**config.mk**
```make
export PLATFORM = sky130hd
export DESIGN_NAME = fetch_unit
export DESIGN_NICKNAME = d
export VERILOG_FILES = /design/src/rtl/fetch_unit.sv
export SDC_FILE = /design/constraint.sdc
export NUM_CORES = 1
export LEC_CHECK = 0
export CORE_ASPECT_RATIO = 0.7
export CORE_MARGIN = 8
export CORE_UTILIZATION = 51
export DETAILED_ROUTE_END_ITERATION = 8
export PLACE_DENSITY = 0.79
export RECOVER_POWER = 25
export SETUP_SLACK_MARGIN = 0.1
export SYNTH_ARGS = -nofsm -noshare
export SYNTH_HDL_FRONTEND = slang
export SYNTH_SLANG_ARGS = --single-unit
```
**constraint.sdc**
```tcl
create_clock -name clk -period 11.8 [get_ports clk]
set_input_delay 2.95 -clock clk [delete_from_list [all_inputs] [get_ports clk]]
set_output_delay 2.95 -clock clk [all_outputs]
set_load 0.005 [all_outputs]
```
**src/rtl/fetch_unit.sv**
```systemverilog
// Instruction fetch stage: one outstanding memory request, a two-entry prefetch
// FIFO and the IF/ID pipeline register, with branch redirect and request draining.
module fetch_unit #(
    parameter logic [31:0] RESET_PC   = 32'h0000_0000,
    parameter int          FIFO_DEPTH = 2
) (
    input  logic        clk,
    input  logic        rst,
    input  logic        EX_MEM_PCSrc,
    input  logic [31:0] EX_MEM_NPC,
    input  logic        ID_stall,
    output logic        imem_req,
    output logic [31:0] imem_addr,
    input  logic        imem_ack,
    input  logic [31:0] imem_rdata,
    output logic [31:0] IF_ID_instr,
    output logic [31:0] IF_ID_npc,
    output logic        IF_ID_valid,
    output logic [0:0]  state_dbg
);

    localparam logic [0:0] RUN   = 1'b0;
    localparam logic [0:0] DRAIN = 1'b1;
    localparam logic [1:0] FULL  = 2'(FIFO_DEPTH);

    logic [0:0]  state;
    logic [31:0] pc;
    logic [31:0] req_addr;
    logic        busy;
    logic [63:0] fifo_mem [2];
    logic        wr_ptr;
    logic        rd_ptr;
    logic [1:0]  count;

    logic        req_core;
    logic        redirect;
    logic        acked;
    logic        push;
    logic        pop;

    // Handshake: imem_req/imem_addr are raised and then held unchanged until the
    // cycle in which imem_ack=1; that cycle completes the transfer and imem_rdata
    // is only looked at in it. A raised request is outstanding until acked.
    assign req_core  = busy | ((state == RUN) && (count < FULL));
    assign imem_req  = rst & req_core;
    assign imem_addr = busy ? req_addr : {pc[31:2], 2'b00};
    assign state_dbg = state;

    assign redirect = EX_MEM_PCSrc;
    assign acked    = req_core & imem_ack;
    assign push     = acked && (state == RUN) && !redirect;
    assign pop      = !redirect && !ID_stall && (count != 2'd0);

    // Data-only storage; occupancy is tracked by count and the pointers.
    always_ff @(posedge clk) begin
        if (push) begin
            fifo_mem[wr_ptr] <= {imem_rdata, pc + 32'd4};
        end
    end

    always_ff @(posedge clk or negedge rst) begin
        if (!rst) begin
            state       <= RUN;
            pc          <= RESET_PC;
            req_addr    <= RESET_PC;
            busy        <= 1'b0;
            wr_ptr      <= 1'b0;
            rd_ptr      <= 1'b0;
            count       <= 2'd0;
            IF_ID_instr <= 32'd0;
            IF_ID_npc   <= 32'd0;
            IF_ID_valid <= 1'b0;
        end else begin
            busy     <= req_core & ~imem_ack;
            req_addr <= imem_addr;
            if (redirect) begin
                // An unacked request cannot be withdrawn, so its data is drained later.
                pc          <= EX_MEM_NPC;
                state       <= (req_core && !imem_ack) ? DRAIN : RUN;
                wr_ptr      <= 1'b0;
                rd_ptr      <= 1'b0;
                count       <= 2'd0;
                IF_ID_instr <= 32'd0;
                IF_ID_valid <= 1'b0;
            end else begin
                if ((state == DRAIN) && acked) begin
                    state <= RUN;
                end
                if (push) begin
                    wr_ptr <= ~wr_ptr;
                    pc     <= pc + 32'd4;
                end
                if (pop) begin
                    rd_ptr <= ~rd_ptr;
                end
                count <= count + {1'b0, push} - {1'b0, pop};
                if (!ID_stall) begin
                    if (count != 2'd0) begin
                        IF_ID_instr <= fifo_mem[rd_ptr][63:32];
                        IF_ID_npc   <= fifo_mem[rd_ptr][31:0];
                        IF_ID_valid <= 1'b1;
                    end else begin
                        IF_ID_instr <= 32'd0;
                        IF_ID_valid <= 1'b0;
                    end
                end
            end
        end
    end

endmodule
```
# Word-level counts from Yosys, hierarchy flattened
# Memories as Yosys holds them, arrays and structs flattened.
# Index checks and enable logic that the tools add are counted.
dict set report classes {
  multipliers 0
  n_addsub 3
  bitwise 10
  mux 19
  div 0
  shifts 0
  n_reduce_logical 15
  n_eq_ne 1
  magnitude_cmp 1
}
# operator n
set op_table {}
lappend op_table {{2-to-1 mux 32 bit} 6}
lappend op_table {{adder 32 x 3 -> 32 bit, second input constant} 1}
lappend op_table {{2-to-1 mux 1 bit} 12}
lappend op_table {{nonzero test 2 bit} 4}
lappend op_table {{logical AND 1 bit} 7}
lappend op_table {{NOT 1 bit} 6}
lappend op_table {{AND 1 bit} 3}
lappend op_table {{zero test 1 bit} 3}
lappend op_table {{AND reduction 3 bit} 1}
lappend op_table {{adder 2 x 1 -> 2 bit} 1}
lappend op_table {{less-than comparator 2 bit, second input constant} 1}
lappend op_table {{2-to-1 mux 2 bit} 1}
lappend op_table {{!= test 2 bit, second input constant} 1}
lappend op_table {{subtractor 2 x 1 -> 2 bit} 1}
lappend op_table {{OR 1 bit} 1}
dict set report totals {
  mem_bits_rw 128
  mem_count 1
  register_bits 135
  latch_bits 0
  mem_bits_ro 0
  inputBits 69
  wordCells 60
  out_inout_bits 99
}
# name words width read_ports rd_ports_with_merged_regs write_ports line
set mem_list {}
lappend mem_list {fifo_mem 2 64 1 0 1 30} ;# logic [63:0] fifo_mem [2];

# Logic depth before layout (Yosys ltp)
# Gate-level depths: netlist of the first run.
dict set report depth {
  word_depth 9
  depth_mapped 11
  depth_no_buf 8
}

# Least setup slack after synthesis of the first run
# Ideal clock, no wire load.
dict set report synth_path {
  path_kind {input-to-reg}
  startpoint {in imem_ack}
  endpoint {mem fifo_mem[0][0] (enable)}
  required_time_ns 11.314
  path_buffers 2
  arrival_ns 6.420
  slack_ns 4.894
  stages 6
  cell_sequence {nand2b_1 -> clkbuf_1 -> nor2_1 -> buf_1 -> nand2_1 -> nor2_1}
}
dict set report synth_between {
  elab_chain_len 5
}
# item line
set synth_lines {}
lappend synth_lines {{from (decl)} 14} ;# input logic imem_ack,
lappend synth_lines {{AND 1 bit} 50} ;# assign acked = req_core & imem_ack;
lappend synth_lines {{logical AND 1 bit (2 in series)} 51} ;# assign push = acked && (state == RUN) && !redirect;
lappend synth_lines {{2-to-1 mux 1 bit} 56} ;# if (push) begin
lappend synth_lines {{2-to-1 mux 1 bit (not written as such)} 57} ;# fifo_mem[wr_ptr] <= {imem_rdata, pc + 32'd4};
lappend synth_lines {{to (decl)} 30}
# Every way passes these cells.

# Final worst setup path of the first run
dict set report layout_path {
  startpoint {in rst}
  endpoint {out imem_req}
}
dict set report layout_between {
  elab_chain_len 1
}
# item line
set layout_lines {}
lappend layout_lines {{from (decl)} 8} ;# input logic rst,
lappend layout_lines {{AND 1 bit} 45} ;# assign imem_req = rst & req_core;
lappend layout_lines {{to (decl)} 12} ;# output logic imem_req,
# Every way passes these cells.

==> impl_metrics.env, run 1 <==
export IMPL_status="finished with violations"
export IMPL_failed_checks="max-capacitance violations, max-slew violations"
export IMPL_power_density_cell_area_mw_per_mm2=180
export IMPL_power_leakage_nw=4.89
export IMPL_cp_num_buf_inv=2
export IMPL_cts_clk_slew_worst_paths_ps=60
export IMPL_clock_latency_ps=520
export IMPL_yosys_mux_area_fraction_pct=9.08
export IMPL_synth_top_family_by_area="simple AND/OR/NAND/NOR gates"
export IMPL_synth_seq_area_share_pct=68.0
export IMPL_floorplan_die_area_sq_mm=0.0258
export IMPL_timing_worst_slew_pin_value_ps=2090
export IMPL_timing_critical_path_arrival_ps=4250
export IMPL_min_period_ps=7200
export IMPL_first_global_vias=6817
export IMPL_period_share_pct=61.0
export IMPL_timing_final_setup_violations=0
export IMPL_total_global_routing_overflow=0
export IMPL_final_cell_mix="166 x sky130_fd_sc_hd__clkdlybuf4s50_1, 134 x sky130_fd_sc_hd__dfrtp_1, 128 x sky130_fd_sc_hd__edfxtp_1, 101 x sky130_fd_sc_hd__nand2_1, 81 x sky130_fd_sc_hd__o21ai_0"
export IMPL_worst_vdd_drop_v=0.000100
export IMPL_crit_path_max_fanout=76
export IMPL_startpoint_of_the_most_critical_register_to_register_path="busy$_DFF_PN0_"
export IMPL_synth_largest_area_cell="sky130_fd_sc_hd__edfxtp_1"
export IMPL_final_common_cell="sky130_fd_sc_hd__clkdlybuf4s50_1"
export IMPL_antennaDiodeCount=0
export IMPL_detail_route_iter0_violations=645
export IMPL_setup_worst_path_start_class="primary input"
export IMPL_synth_simple_gate_area_share_pct=10.5
export IMPL_capture_point_of_the_worst_reg_to_reg_path="fifo_mem[0][34]$_DFFE_PP_"
export IMPL_fin_hold_ws_ps=474
export IMPL_timing_critical_path_slowest_stage_cell="sky130_fd_sc_hd__clkdlybuf4s50_1"
export IMPL_core_region_area_sq_mm=0.0206
export IMPL_reg_to_reg_slack_setup_ps=6920
export IMPL_drive_gt1_share_pct=5.65
export IMPL_die_width_um=189
export IMPL_post_synth_edffs=128
export IMPL_post_cts_repair_setup_buffers=0
export IMPL_post_drt_wl_per_cell_um=18.7
export IMPL_dp_final_hpwl_um=15800
export IMPL_worstSetupStartpoint="rst"
export IMPL_number_of_nets_with_antenna_violations_after_routing=0
export IMPL_worst_slew_margin_rel_pct=-39.5
export IMPL_clock_fmax_mhz=139
export IMPL_timing_clock_skew_ps=14.3
export IMPL_share_of_the_synthesized_area_in_compound_gates_ao_oa_aoi_oai_pct=6.52
export IMPL_cts_root_buf="sky130_fd_sc_hd__clkbuf_16"
export IMPL_synth_top_area_share_pct=36.2
export IMPL_finalCoreUtilization_pct=64.6
export IMPL_crit_path_max_incr_delay_ps=520
export IMPL_hold_path_class="flop to flop"
export IMPL_synthesized_area_per_cell_sq_um=13.2
export IMPL_firstDrtPassIters=5
export IMPL_gpl_final_weighted_congestion=0.825
export IMPL_cts_hold_repair_buffers=0
export IMPL_grt_antenna_before_repair=0
export IMPL_clk_path_buf_depth=3
export IMPL_cts_tree="yes"
export IMPL_yosys_area_share_xor_xnor_pct=3.21
export IMPL_io_pins=168
export IMPL_synth_yosys_warnings=0
export IMPL_clock_sinks=263
export IMPL_port_buffers=167
export IMPL_flow_area_growth_from_synthesis_pct=25.1
export IMPL_initial_core_util_pct=51.6
export IMPL_drc=0
export IMPL_cts_inserted_buffers=25
export IMPL_grt_pass1_wl_um=37000
export IMPL_worst_setup_path_type="primary input to output port"
export IMPL_drt_total_wl_um=23400
export IMPL_synthTopCellsByArea="sky130_fd_sc_hd__edfxtp_1 36%, sky130_fd_sc_hd__dfrtp_1 32%, sky130_fd_sc_hd__mux2i_1 6.2%"
export IMPL_pre_cts_ws_ps=4600
export IMPL_finish_net_count=1027
export IMPL_post_synth_inst_count=808
export IMPL_synth_main_ff_cell="sky130_fd_sc_hd__dfrtp_1"
export IMPL_dieHeight_um=137
export IMPL_h_tree_lvls=1
export IMPL_totalNegativeSetupSlack_ps=0
export IMPL_critPathCapture="imem_req"
export IMPL_cts_resized_gates=0
export IMPL_post_synth_instance_area_sq_mm=0.0106
export IMPL_worst_setup_path_end_kind="output port"
export IMPL_grt_usage_pct=17.9
export IMPL_postSynthNetCount=880
export IMPL_cp_required_ps=8850
export IMPL_route_vias_total=6910
export IMPL_synth_fa_ha_area_share_pct=0.353
export IMPL_distinct_cells_synth=40
export IMPL_critical_path_cell_count=3
export IMPL_reg2reg_depth=6
export IMPL_largest_net_degree_at_the_start_of_global_routing=77
export IMPL_postSynth_asyncResetShare_pct=51.3
export IMPL_maxCapViolCount=1
export IMPL_maxSlewViolCount=42
export IMPL_crit_path_cell_trace="buf_6 > nor2b_1 > clkdlybuf4s50_1"
export IMPL_synth_ff_latch_count=263
export IMPL_rows=44
export IMPL_vias_per_cell=5.53
export IMPL_rsz0062_at_grt="no"
export IMPL_slack_of_the_critical_path_ps=4600
export IMPL_critical_path_top_delay_family="buffers and inverters"
export IMPL_finalHoldViolations=0
==> Yosys cell counts (4+ instances only) <==
| library cell | n |
|---|---|
| sky130_fd_sc_hd__xor2_1 | 11 |
| sky130_fd_sc_hd__or3_1 | 4 |
| sky130_fd_sc_hd__clkbuf_2 | 4 |
| sky130_fd_sc_hd__nand3_1 | 15 |
| sky130_fd_sc_hd__nor2_1 | 34 |
| sky130_fd_sc_hd__mux2i_1 | 66 |
| sky130_fd_sc_hd__buf_1 | 10 |
| sky130_fd_sc_hd__nor4_1 | 6 |
| sky130_fd_sc_hd__and4_1 | 5 |
| sky130_fd_sc_hd__a31oi_1 | 18 |
| sky130_fd_sc_hd__or4_1 | 17 |
| sky130_fd_sc_hd__and2_1 | 4 |
| sky130_fd_sc_hd__nand2_1 | 101 |
| sky130_fd_sc_hd__and3_1 | 4 |
| sky130_fd_sc_hd__edfxtp_1 | 128 |
| sky130_fd_sc_hd__buf_2 | 6 |
| sky130_fd_sc_hd__o21ai_0 | 81 |
| sky130_fd_sc_hd__inv_1 | 8 |
| sky130_fd_sc_hd__mux2_2 | 27 |
| sky130_fd_sc_hd__dfrtp_1 | 135 |
| sky130_fd_sc_hd__xnor2_1 | 28 |
| sky130_fd_sc_hd__nand4_1 | 14 |
| sky130_fd_sc_hd__nor2b_1 | 6 |
| sky130_fd_sc_hd__o31ai_1 | 15 |
| sky130_fd_sc_hd__clkbuf_1 | 34 |
| sky130_fd_sc_hd__nor3_1 | 7 |
==> layout make-up <==
cell class,instances,area (sq um)
Fill cell,1556,7290
Sequential cell,263,7230
Multi-Input combinational cell,482,3150
Timing Repair Buffer,175,1730
Clock buffer,38,714
Tap cell,276,345
Clock inverter,8,96.3
Inverter,8,30.0
==> worst min-delay path by stage <==
stage	slack (ps)	to	from	cells after the start
after detailed placement	470	fifo_mem[1][1]$_DFFE_PP_	pc[1]$_DFFE_PN0P_	0
after CTS	480	fifo_mem[1][1]$_DFFE_PP_	pc[1]$_DFFE_PN0P_	0
after global routing	500	IF_ID_instr[24]$_DFFE_PN0P_	IF_ID_instr[24]$_DFFE_PN0P_	2
after floorplan	440	fifo_mem[0][0]$_DFFE_PP_	pc[0]$_DFFE_PN0P_	0
final	470	IF_ID_npc[1]$_DFFE_PN0P_	IF_ID_npc[1]$_DFFE_PN0P_	2
after global placement	440	fifo_mem[0][0]$_DFFE_PP_	pc[0]$_DFFE_PN0P_	0
==> registers in the layout, summed over array words and instances (netlist names) <==
| register | cells |
|---|---|
| count | 2 |
| state_dbg | 1 |
| IF_ID_valid | 1 |
| pc | 32 |
| req_addr | 32 |
| IF_ID_npc | 32 |
| fifo_mem | 128 |
| wr_ptr | 1 |
| busy | 1 |
| rd_ptr | 1 |
| IF_ID_instr | 32 |
==> where the power goes <==
part           switching (mW)  internal (mW)
combinational           0.186          0.243
sequential             0.0886           1.09
clock                   0.326          0.462
==> worst min-delay path, cell delays in order, from the launching register on <==
cell                      delay, ps
sky130_fd_sc_hd__dfrtp_1        340
sky130_fd_sc_hd__nand2_1         40
sky130_fd_sc_hd__o21ai_0         50
==> per-layer routing <==
| metal | up-vias | global-route usage (%) | part of all wire (%) |
|---|---|---|---|
| met5 | - | 0 | 0 |
| met3 | 26 | 4.25 | 7.1 |
| met4 | 0 | 3.77 | 1.4 |
| met1 | 3426 | 26.2 | 47 |
| met2 | 234 | 27.1 | 44 |
| li1 | 3224 | - | - |
==> cell families after synthesis <==
logic type               after synthesis
adder cells (fa/ha/maj)                3
multiplexers                          93
AND/OR/NAND/NOR                      226
buffers and inverters                 63
AO/OA/AOI/OAI                        121
flip-flops                           263
XOR/XNOR                              39
==> per-stage QoR <==
step / instances / cell area [sq um] / total power [mW]
after floorplan: 808 / 10600 / 1.35
after global placement: 1204 / 12500 / 1.62
after detailed placement: 1204 / 12500 / 1.63
after CTS: 1250 / 13300 / 2.42
after global routing: 1250 / 13300 / 2.51
final: 1250 / 13300 / 2.39
(Power assumes the default switching activity.)
==> run 2: changes to the inputs <==
CORE_UTILIZATION = 48   (was 51)
PLACE_DENSITY = 0.78   (was 0.79)
clock period = 6.1 ns   (was 11.8 ns; I/O delays follow)
==> impl_metrics.env, run 2 (synthesis gave the netlist of run 1 again) <==
export IMPL_cts_clk_slew_worst_paths_ps=70
export IMPL_timing_clock_skew_ps=8.99
export IMPL_clk_path_buf_depth=3
export IMPL_setup_worst_path_start_class="flop"
export IMPL_firstDrtPassIters=4
export IMPL_drive_gt1_share_pct=7.76
export IMPL_finalCoreUtilization_pct=61.6
export IMPL_worst_setup_path_end_kind="output port"
export IMPL_post_route_cell_area_sq_mm=0.0134
export IMPL_holdPathStages=2
export IMPL_cts_inserted_buffers=26
export IMPL_failed_checks="max-capacitance violations, max-slew violations"
export IMPL_core_region_area_sq_mm=0.0217
export IMPL_io_pins=168
export IMPL_initial_core_util_pct=48.9
export IMPL_cp_required_ps=4580
export IMPL_grt_usage_pct=17.4
export IMPL_timing_critical_path_arrival_ps=3290
export IMPL_number_of_nets_with_antenna_violations_after_routing=0
export IMPL_vias_per_cell=5.40
export IMPL_post_cts_repair_setup_buffers=0
export IMPL_clock_sinks=263
export IMPL_die_width_um=194
export IMPL_worst_slew_margin_rel_pct=-35.5
export IMPL_gpl_final_weighted_congestion=0.823
export IMPL_largest_register_ff_count=128
export IMPL_crit_path_max_fanout=41
export IMPL_finalHoldViolations=0
export IMPL_status="finished with violations"
export IMPL_dp_final_hpwl_um=16200
export IMPL_rsz0062_at_grt="no"
export IMPL_period_share_pct=78.9
export IMPL_cts_hold_repair_buffers=0
export IMPL_grt_pass1_wl_um=38500
export IMPL_detail_route_iter0_violations=680
export IMPL_worst_setup_path_type="flop to output port"
export IMPL_final_cell_mix="134 x sky130_fd_sc_hd__dfrtp_1, 134 x sky130_fd_sc_hd__clkdlybuf4s50_1, 128 x sky130_fd_sc_hd__edfxtp_1, 101 x sky130_fd_sc_hd__nand2_1, 81 x sky130_fd_sc_hd__o21ai_0"
export IMPL_cts_root_buf="sky130_fd_sc_hd__clkbuf_16"
export IMPL_maxSlewViolCount=42
export IMPL_p_total_mw=4.70
export IMPL_dieHeight_um=140
export IMPL_totalNegativeSetupSlack_ps=0
export IMPL_port_buffers=167
export IMPL_antennaDiodeCount=0
export IMPL_power_density_cell_area_mw_per_mm2=351
export IMPL_rows=45
export IMPL_first_global_vias=6841
export IMPL_min_period_ps=4810
export IMPL_power_leakage_nw=4.95
export IMPL_post_drt_wl_per_cell_um=19.1
export IMPL_clock_fmax_mhz=208
export IMPL_reg2reg_depth=6
export IMPL_timing_final_setup_violations=0
export IMPL_total_global_routing_overflow=0
export IMPL_grt_antenna_before_repair=0
export IMPL_largest_net_degree_at_the_start_of_global_routing=66
export IMPL_floorplan_die_area_sq_mm=0.0272
export IMPL_hold_path_class="flop to flop"
export IMPL_timing_worst_slew_pin_value_ps=2030
export IMPL_h_tree_lvls=1
export IMPL_cts_tree="yes"
export IMPL_maxCapViolCount=1
export IMPL_clock_latency_ps=530
export IMPL_route_vias_total=6814
export IMPL_cts_resized_gates=0
export IMPL_drt_total_wl_um=24100
export IMPL_flow_area_growth_from_synthesis_pct=25.9
export IMPL_drc=0
export IMPL_worst_vdd_drop_v=0.000202
export IMPL_largest_register_by_flop_count="fifo_mem"
export IMPL_finish_net_count=1031
export IMPL_dpl_cell_area_sq_mm=0.0125
==> run 2: changes by cell type in the layout (fill, tap and decap cells not counted), sizes merged <==
| cell | previous run | this run |
|---|---|---|
| clkdlybuf4s50 | 166 | 134 |
| dlygate4sd3 | 0 | 32 |
| clkinv | 3 | 12 |
| clkbuf | 39 | 31 |
| buf | 8 | 11 |
| inv | 9 | 10 |
==> run 2: where the power goes <==
part / internal (mW) / switching (mW) / total [mW]
clock: 0.909 / 0.680 / 1.59
sequential: 2.10 / 0.175 / 2.28
combinational: 0.474 / 0.360 / 0.834
total: 3.49 / 1.22 / 4.70
==> run 2: worst paths after layout <==
path | start | end | slack [ps]
worst max register to register | busy$_DFF_PN0_ | fifo_mem[1][30]$_DFFE_PP_ | 2050
min in group asynchronous | rst | req_addr[26]$_DFF_PN0_ | 880
worst min-delay path | IF_ID_npc[10]$_DFFE_PN0P_ | IF_ID_npc[10]$_DFFE_PN0P_ | 480
worst max-delay path | busy$_DFF_PN0_ | imem_req | 1290
worst min register to register | IF_ID_npc[10]$_DFFE_PN0P_ | IF_ID_npc[10]$_DFFE_PN0P_ | 480
max in group asynchronous | rst | IF_ID_npc[2]$_DFFE_PN0P_ | 3510
==> run 2: stage by stage <==
step | setup WS, ps | hold WS [ps] | std cells
2_1_floorplan | 619 | 438 | 808
3_3_place_gp | 1850 | 462 | 1213
3_5_place_dp | 1830 | 469 | 1213
4_1_cts | 2040 | 484 | 1261
5_1_grt | 994 | 494 | 1261
6_report | 1290 | 477 | 1261
==> run 2: critical path, stage by stage, from the launching register on <==
cell	delay [ps]
sky130_fd_sc_hd__dfrtp_1	320
sky130_fd_sc_hd__clkbuf_1	1450
sky130_fd_sc_hd__nor2_1	280
sky130_fd_sc_hd__nor2b_1	190
sky130_fd_sc_hd__clkdlybuf4s50_1	520
==> run 2: routing by layer <==
metal	vias up	track usage, %	routed length (um)	share of wire, %
met5	-	0	0	0
met4	0	3.61	429	1.8
met3	34	4.12	1730	7.2
met2	256	25.6	10200	42
met1	3297	26.0	11700	49
li1	3227	-	-	-
==> run 2: layout make-up <==
| cell class | instances | area, sq um |
|---|---|---|
| Clock inverter | 18 | 163 |
| Fill cell | 1657 | 8350 |
| Clock buffer | 30 | 696 |
| Timing Repair Buffer | 178 | 1760 |
| Multi-Input combinational cell | 482 | 3150 |
| Inverter | 8 | 30.0 |
| Sequential cell | 263 | 7230 |
| Tap cell | 282 | 353 |
